--- src/rtl/cursor_button_pulser.sv ---
// cursor_button_pulser: turns four raw direction buttons into one-cycle
// cursor step pulses with debounce, priority select and auto-repeat.
//
// Ports:
//   clk            rising-edge clock (pixel clock domain)
//   reset          asynchronous, active-high
//   enable         high = pulses permitted; low = FSM held idle
//   btn_*_raw      raw active-high buttons, asynchronous to clk
//   up/down/left/right  registered one-cycle step pulses (at most one high)
//   held           registered; high while any debounced button is pressed
module cursor_button_pulser #(
    parameter int DEBOUNCE_CYCLES = 650000,
    parameter int REPEAT_DELAY    = 26000000,
    parameter int REPEAT_PERIOD   = 6500000,
    parameter int CNT_W           = 25
) (
    input  logic clk,
    input  logic reset,
    input  logic enable,
    input  logic btn_up_raw,
    input  logic btn_down_raw,
    input  logic btn_left_raw,
    input  logic btn_right_raw,
    output logic up,
    output logic down,
    output logic left,
    output logic right,
    output logic held
);

    localparam int NBTN = 4;

    // Button index order used throughout: 0 up, 1 down, 2 left, 3 right
    localparam int IDX_UP    = 0;
    localparam int IDX_DOWN  = 1;
    localparam int IDX_LEFT  = 2;
    localparam int IDX_RIGHT = 3;

    localparam logic [CNT_W-1:0] DB_LAST  = CNT_W'(DEBOUNCE_CYCLES - 1);
    localparam logic [CNT_W-1:0] DLY_LAST = CNT_W'(REPEAT_DELAY - 1);
    localparam logic [CNT_W-1:0] PER_LAST = CNT_W'(REPEAT_PERIOD - 1);

    typedef enum logic [2:0] {
        DIR_NONE,
        DIR_UP,
        DIR_DOWN,
        DIR_LEFT,
        DIR_RIGHT
    } dir_t;

    typedef enum logic [1:0] {
        IDLE,
        DELAY,
        REPEAT
    } state_t;

    logic [NBTN-1:0]  raw;
    logic [NBTN-1:0]  sync1;
    logic [NBTN-1:0]  sync2;
    logic [NBTN-1:0]  stable;
    logic [CNT_W-1:0] db_cnt [NBTN];

    dir_t             sel;
    dir_t             cur;
    dir_t             cur_n;
    dir_t             fire;
    state_t           state;
    state_t           state_n;
    logic [CNT_W-1:0] rpt_cnt;
    logic [CNT_W-1:0] rpt_cnt_n;
    logic [CNT_W-1:0] rpt_last;
    logic [NBTN-1:0]  pulse_n;

    assign raw[IDX_UP]    = btn_up_raw;
    assign raw[IDX_DOWN]  = btn_down_raw;
    assign raw[IDX_LEFT]  = btn_left_raw;
    assign raw[IDX_RIGHT] = btn_right_raw;

    // Two-flop synchroniser for the asynchronous button inputs
    always_ff @(posedge clk or posedge reset) begin
        if (reset) begin
            sync1 <= '0;
            sync2 <= '0;
        end else begin
            sync1 <= raw;
            sync2 <= sync1;
        end
    end

    // Debounce: the counter only runs while the synchronised input
    // disagrees with the accepted state, so any bounce restarts it.
    always_ff @(posedge clk or posedge reset) begin
        if (reset) begin
            stable <= '0;
            for (int i = 0; i < NBTN; i++) begin
                db_cnt[i] <= '0;
            end
        end else begin
            for (int i = 0; i < NBTN; i++) begin
                if (sync2[i] == stable[i]) begin
                    db_cnt[i] <= '0;
                end else if (db_cnt[i] == DB_LAST) begin
                    stable[i] <= sync2[i];
                    db_cnt[i] <= '0;
                end else begin
                    db_cnt[i] <= db_cnt[i] + 1'b1;
                end
            end
        end
    end

    // Priority: down > up > left > right
    always_comb begin
        sel = DIR_NONE;
        priority case (1'b1)
            stable[IDX_DOWN]:  sel = DIR_DOWN;
            stable[IDX_UP]:    sel = DIR_UP;
            stable[IDX_LEFT]:  sel = DIR_LEFT;
            stable[IDX_RIGHT]: sel = DIR_RIGHT;
            default:           sel = DIR_NONE;
        endcase
    end

    assign rpt_last = (state == DELAY) ? DLY_LAST : PER_LAST;

    // Next-state logic; fire names the direction to pulse this edge
    always_comb begin
        state_n   = state;
        cur_n     = cur;
        rpt_cnt_n = rpt_cnt;
        fire      = DIR_NONE;
        unique case (state)
            IDLE: begin
                if (enable && sel != DIR_NONE) begin
                    fire      = sel;
                    cur_n     = sel;
                    rpt_cnt_n = '0;
                    state_n   = DELAY;
                end
            end
            DELAY, REPEAT: begin
                if (!enable || sel == DIR_NONE) begin
                    cur_n     = DIR_NONE;
                    rpt_cnt_n = '0;
                    state_n   = IDLE;
                end else if (sel != cur) begin
                    // A new direction restarts the initial repeat delay
                    fire      = sel;
                    cur_n     = sel;
                    rpt_cnt_n = '0;
                    state_n   = DELAY;
                end else if (rpt_cnt == rpt_last) begin
                    fire      = cur;
                    rpt_cnt_n = '0;
                    state_n   = REPEAT;
                end else begin
                    rpt_cnt_n = rpt_cnt + 1'b1;
                end
            end
            default: begin
                cur_n     = DIR_NONE;
                rpt_cnt_n = '0;
                state_n   = IDLE;
            end
        endcase
    end

    always_comb begin
        pulse_n = '0;
        unique case (fire)
            DIR_UP:    pulse_n[IDX_UP]    = 1'b1;
            DIR_DOWN:  pulse_n[IDX_DOWN]  = 1'b1;
            DIR_LEFT:  pulse_n[IDX_LEFT]  = 1'b1;
            DIR_RIGHT: pulse_n[IDX_RIGHT] = 1'b1;
            default:   pulse_n = '0;
        endcase
    end

    always_ff @(posedge clk or posedge reset) begin
        if (reset) begin
            state   <= IDLE;
            cur     <= DIR_NONE;
            rpt_cnt <= '0;
        end else begin
            state   <= state_n;
            cur     <= cur_n;
            rpt_cnt <= rpt_cnt_n;
        end
    end

    always_ff @(posedge clk or posedge reset) begin
        if (reset) begin
            up    <= 1'b0;
            down  <= 1'b0;
            left  <= 1'b0;
            right <= 1'b0;
            held  <= 1'b0;
        end else begin
            up    <= pulse_n[IDX_UP];
            down  <= pulse_n[IDX_DOWN];
            left  <= pulse_n[IDX_LEFT];
            right <= pulse_n[IDX_RIGHT];
            held  <= |stable;
        end
    end

endmodule
--- config.mk ---
export PLATFORM = sky130hd
export DESIGN_NAME = cursor_button_pulser
export DESIGN_NICKNAME = d
export VERILOG_FILES = /design/src/rtl/cursor_button_pulser.sv
export SDC_FILE = /design/constraint.sdc
export NUM_CORES = 1
export LEC_CHECK = 0
export ABC_AREA = 1
export ABC_CLOCK_PERIOD_IN_PS = 6000
export CAP_MARGIN = 10
export CORE_ASPECT_RATIO = 0.8
export CORE_MARGIN = 1.5
export CORE_UTILIZATION = 61
export CTS_CLUSTER_SIZE = 12
export DETAILED_ROUTE_END_ITERATION = 16
export GPL_ROUTABILITY_DRIVEN = 0
export PLACE_DENSITY = 0.78
export SLEW_MARGIN = 40
export SYNTH_ARGS = -nofsm -noshare
export SYNTH_HDL_FRONTEND = slang
export SYNTH_SLANG_ARGS = --single-unit
--- constraint.sdc ---
create_clock -name clk -period 6 [get_ports clk]
set_clock_uncertainty 0.2 [all_clocks]
set_input_delay 1.2 -clock clk [delete_from_list [all_inputs] [get_ports clk]]
set_output_delay 1.2 -clock clk [all_outputs]
set_load 0.05 [all_outputs]
==> impl_metrics.toml, run 1 <==
[outcome]
outcome = "complete, no violations"

[clocking]
clkTransAtPathRegs_ns = 0.06
cts_buffers = 17
cts-root-buf = "clkbuf_16"
cts_tree = "built"
cts.sinks = 147
cts_hold_buf = 0
cts_resized = 0
post-cts-setup-buffer-count = 0
cts_buffer_depth = 2
htreeDepth = 4
clock_latency_ns = 0.43

[route]
first_pass_iters = 5
drt_iter0_drc = 702
drtAntennaViolNets = 0
vias = 7316
viasPerCell = 5.488
post_drt_wl_per_cell_um = 13.68
drc = 0
wl_um = 18230

[logic_synthesis]
yosysWarnings = 0
netlist_instances = 1118
syn_avg_cell_area_sq_um = 7.509
seq_area_frac_synth_pct = 43.82
ys.flop_type = "dfrtp_1"
synthArstFlopShare_pct = 100.0
synth-edff-count = 0
synth-seq-cells = 147
synth_cell_types = 43
syn_area_sq_um = 8396
synth_nets = 1133

[timing]
fmax_ghz = 0.3296
slew_violations = 0
tightest_slew_ns = 0.6945
slew_headroom_pct = 53.70
hold_violations = 0
setup_tns_ns = 0
min_period_over_period_pct = 50.57
layout_setup_ws_ns = 2.966
period_minus_slack_ns = 3.034
setup_viol = 0
rsz0062_at_grt = "no"

[global_route]
grt_pass1_vias = 6890
use_met1_pct = 41.81
met2_usage_pct = 39.30
grt_pass1_wl_um = 32250
antenna_found_initial = 0
grt_max_degree = 105
grt_usage_pct = 27.85
overflow = 0
use_met3_pct = 7.314
busiest_layer = "met1"

[place]
dpl_worst_slack_ns = 2.938
port_buffers = 11
dp_hpwl_um = 13370
dp.cells = 1301

[cells_and_area]
multi_input_area_sq_um = 4043
instances_no_fill = 1333
synthToLayoutAreaGrowth_pct = 10.04
final_nets = 1155
drive_gt1_share_pct = 7.199
antenna_cells = 0
n_fill_cell = 1164
regArea_sq_um = 3679

[die]
io_pins = 12
dieArea_sq_um = 14480
row_count = 38
initial_core_util_pct = 62.18
die_w_um = 134.2
die_h_um = 107.9
core-area_sq_um = 13500

[critical_path]
critPathTopFamily = "buffers and inverters"
cp.buffers_inverters = 1
crit_path_start_kind = "flop"
cp_slowest_stage_delay_ns = 0.82
arrival_ns = 1.63
worst-setup-path-type = "reg2out"
cp.required_ns = 4.60
cp_max_fo = 1
cp_cell_sequence = "clkdlybuf4s50_1"
cp_slowest_cell = "clkdlybuf4s50_1"
endpoint_kind = "output port"

[power_and_ir_drop]
ir_worst_vdd_v = 0.0002463
total_power_w = 0.002061
leakage_nw = 4.084
powerDensity_nw_per_um2 = 223.1

[job]
drv_cap = 0

[min_path]
hp-class = "reg2reg"
sequential cells by signal, indices dropped and copies added, names as in the netlist, 2 cells and up:
signal	flops
db_cnt	100
rpt_cnt	25
stable	4
sync1	4
sync2	4
cur	3
state	2
logic make-up after synthesis:
kind of cell / share of synthesized area, %
AO/OA/AOI/OAI: 4.530
buffers and inverters: 8.033
AND/OR/NAND/NOR: 37.63
flip-flops: 43.82
XOR/XNOR: 4.799
adder cells (fa/ha/maj): 1.192
stage by stage:
| stage | hold WS (ns) | utilization [%] | cell area (sq um) |
|---|---|---|---|
| 2_1_floorplan | 0.1312 | - | 8396 |
| 3_3_place_gp | 0.1371 | 64.31 | 8683 |
| 3_5_place_dp | 0.1355 | 64.33 | 8686 |
| 4_1_cts | 0.1490 | 68.42 | 9239 |
| 5_1_grt | 0.1551 | 68.42 | 9239 |
| 6_report | 0.1480 | 68.42 | 9239 |
Yosys cell counts, types with 2 or more instances:
cell	n	share of area (%)
nor2_2	13	0.97
xor2_1	38	4.0
nor3b_1	14	1.3
nand4_1	36	2.7
xnor2_1	8	0.83
o21ai_1	5	0.30
clkbuf_1	3	0.13
nor3_1	81	4.8
or2_2	6	0.45
nor2_4	5	0.67
dfrtp_1	147	44
o21ai_0	14	0.83
buf_6	3	0.40
inv_1	159	7.1
and3_1	3	0.22
nor4_1	21	1.6
nand3_1	79	4.7
o21ai_2	4	0.42
nand3_2	3	0.36
nand2_2	6	0.45
o31ai_1	2	0.18
ha_1	8	1.2
nor2_1	192	8.6
a211oi_1	3	0.27
buf_2	3	0.18
nand3b_1	2	0.18
a21oi_1	28	1.7
nand2_1	207	9.3
a31oi_1	5	0.37
nand2_4	3	0.40
inv_2	2	0.089
nor3_2	4	0.48
cell type report:
cell class,count,area share (%)
flip-flops and latches,147,39.82
clock inverters,13,1.192
inverters,163,6.731
repair buffers,12,1.273
well taps,180,2.438
multi-input cells,799,43.76
clock buffers,19,4.794
final timing paths:
kind	endpoint	cells past startpoint	slack, ns	from
worst max-delay path	up	1	2.97	up
worst min-delay path	sync2[2]	0	0.15	sync1[2]
min in group asynchronous	db_cnt[18]	2	1.10	reset
max in group asynchronous	rpt_cnt[5]	3	3.44	reset
worst max register to register	db_cnt[92]	10	3.65	db_cnt[75]
worst min register to register	sync2[2]	0	0.15	sync1[2]
routing by layer:
layer  part of all wire [%]  up-vias
li1                       -     3676
met3                    6.5       27
met5                      0        -
met1                     50     3376
met2                     42      237
met4                    1.3        0
power breakdown:
part	total [W]	switching, W	internal, W	leakage (nW)
logic	0.0000508	0.0000386	0.0000121	1.79
registers	0.00101	0.00000764	0.00100	2.03
clock network	0.00100	0.000423	0.000579	0.273
total	0.00206	0.000469	0.00159	4.08
layout by cell type, fill, tap and decap left out, types with 5 or more instances in the layout:
cell type        instances
nand2_1                207
nor3b_1                 14
nand3_1                 79
o21ai_0                 14
xor2_1                  38
nor2_2                  13
ha_1                     8
clkbuf_16               17
nor4_1                  21
o21ai_1                  5
xnor2_1                  8
nand4_1                 36
nor2_1                 192
a21oi_1                 28
nor2_4                   5
nand2_2                  6
nor3_1                  81
a31oi_1                  5
or2_2                    6
dfrtp_1                147
inv_1                  158
clkdlybuf4s50_1         11
clkinv_2                 6
Note: power is estimated with default switching activity, not from simulation.
==> run 2, diff against run 1 <==
--- a/config.mk
+++ b/config.mk
@@ -6,7 +6,7 @@
 export NUM_CORES = 1
 export LEC_CHECK = 0
 export ABC_AREA = 1
-export ABC_CLOCK_PERIOD_IN_PS = 6000
+export ABC_CLOCK_PERIOD_IN_PS = 3040
 export CAP_MARGIN = 10
 export CORE_ASPECT_RATIO = 0.8
 export CORE_MARGIN = 1.5
==> constraint.sdc (replaced) <==
create_clock -name clk -period 3.04 [get_ports clk]
set_clock_uncertainty 0.2 [all_clocks]
set_input_delay 0.608 -clock clk [delete_from_list [all_inputs] [get_ports clk]]
set_output_delay 0.608 -clock clk [all_outputs]
set_load 0.05 [all_outputs]
==> run 2 against run 1 <==
  * Combinational power up 100%
  * First-iteration DRC count up 0.71%
  * Largest cell class unchanged
  * Sequential share of layout area down 0.25 points
  * Final area up 0.64%
==> impl_metrics.toml, run 2 (synthesized netlist as in run 1, its figures left out) <==
[clocking]
cts_buffers = 17
clock_latency_ns = 0.43
cts-root-buf = "clkbuf_16"
cts_buffer_depth = 2
post-cts-setup-buffer-count = 0
clkTransAtPathRegs_ns = 0.06
cts_tree = "built"
cts_hold_buf = 0
htreeDepth = 4
cts.sinks = 147
cts_resized = 0

[die]
die_w_um = 134.2
dieArea_sq_um = 14480
io_pins = 12
die_h_um = 107.9
core-area_sq_um = 13500
initial_core_util_pct = 62.18
row_count = 38

[cells_and_area]
largest_reg_flops = 100
regArea_sq_um = 3679
synthToLayoutAreaGrowth_pct = 10.75
final_cell_mix = "nand2_1 (207), nor2_1 (192), inv_1 (158)"
regMostFlops = "db_cnt"
drive_gt1_share_pct = 7.366
final_common_cell = "nand2_1"
antenna_cells = 0
multi_input_area_sq_um = 4043
n_fill_cell = 1123
largestRegisters = "db_cnt (100), rpt_cnt (25)"
final_nets = 1156

[route]
drc = 0
vias = 7344
wl_um = 18590
drtAntennaViolNets = 0
first_pass_iters = 5
post_drt_wl_per_cell_um = 13.94
drt_iter0_drc = 707
viasPerCell = 5.505

[timing]
min_period_over_period_pct = 79.76
rsz0062_at_grt = "no"
period_minus_slack_ns = 2.425
slew_headroom_pct = 60.31
setup_tns_ns = 0
hold_violations = 0
slew_violations = 0
fmax_ghz = 0.4124
setup_viol = 0
tightest_slew_ns = 0.5954

[power_and_ir_drop]
powerDensity_nw_per_um2 = 451.3
ir_worst_vdd_v = 0.0004220
leakage_nw = 4.102
total_power_w = 0.004196

[place]
dp_hpwl_um = 13430
port_buffers = 11

[critical_path]
cp_max_fo = 1
endpoint_kind = "output port"
cp.required_ns = 2.23
cp_slowest_cell = "clkdlybuf4s50_1"
cp.buffers_inverters = 1
arrival_ns = 1.62
worst-setup-path-type = "reg2out"
critPathTopFamily = "buffers and inverters"
cp_cell_sequence = "clkdlybuf4s50_1"
cp_slowest_stage_delay_ns = 0.81
crit_path_start_kind = "flop"

[global_route]
grt_pass1_vias = 6795
antenna_found_initial = 0
grt_max_degree = 113
overflow = 0
grt_pass1_wl_um = 31690
grt_usage_pct = 27.47

[job]
drv_cap = 0

[outcome]
outcome = "complete, no violations"

[min_path]
hp-class = "reg2reg"
==> run 2: cell types whose count changed in the layout (fill, tap and decap cells not counted), sizes merged <==
cell	previous run	this run
clkinvlp	2	3
inv	164	167
clkinv	9	6
clkbuf	19	17
buf	1	2
bufinv	1	2
==> run 2: layer usage <==
layer | track usage (%) | wire length [um]
met5 | 0 | 0
met4 | 6.989 | 210
met3 | 6.892 | 1171
met2 | 39.34 | 7819
met1 | 41.75 | 9390
==> run 2: area by class of cell <==
cell class                      instances  area share, %
Clock buffer                           17          4.575
Clock inverter                         15          1.830
Multi-Input combinational cell        799          43.48
Timing Repair Buffer                   13          1.480
Tap cell                              180          2.422
Inverter                              163          6.648
Sequential cell                       147          39.56
==> run 2: report_power, final <==
| group | internal (W) | switching (W) | total (W) | leakage, nW |
|---|---|---|---|---|
| combinational | 0.0000265 | 0.0000779 | 0.000104 | 1.79 |
| clock | 0.00123 | 0.000874 | 0.00210 | 0.287 |
| sequential | 0.00197 | 0.0000147 | 0.00199 | 2.03 |
| total | 0.00323 | 0.000967 | 0.00420 | 4.10 |
==> run 2: path summary, 6_finish.rpt <==
| kind | startpoint | endpoint | slack [ns] | depth (start not counted) |
|---|---|---|---|---|
| worst max-delay path | up | up | 0.62 | 1 |
| worst min-delay path | sync1[2] | sync2[2] | 0.15 | 0 |
| worst max register to register | db_cnt[50] | db_cnt[60] | 0.72 | 6 |
| worst min register to register | sync1[2] | sync2[2] | 0.15 | 0 |
| max in group asynchronous | reset | rpt_cnt[3] | 1.67 | 3 |
| min in group asynchronous | reset | db_cnt[27] | 0.49 | 3 |
==> run 2: stage by stage <==
step	hold WS [ns]	worst slack, ns	std cells	instance area (sq um)	utilization, %
after detailed placement	0.1347	0.6245	1302	8702	64.45
after global routing	0.1552	0.5292	1334	9298	68.86
after floorplan	0.1312	0.3850	1118	8399	-
after CTS	0.1498	0.6006	1334	9298	68.86
after global placement	0.1331	0.6461	1302	8702	64.45
final	0.1483	0.6153	1334	9298	68.86
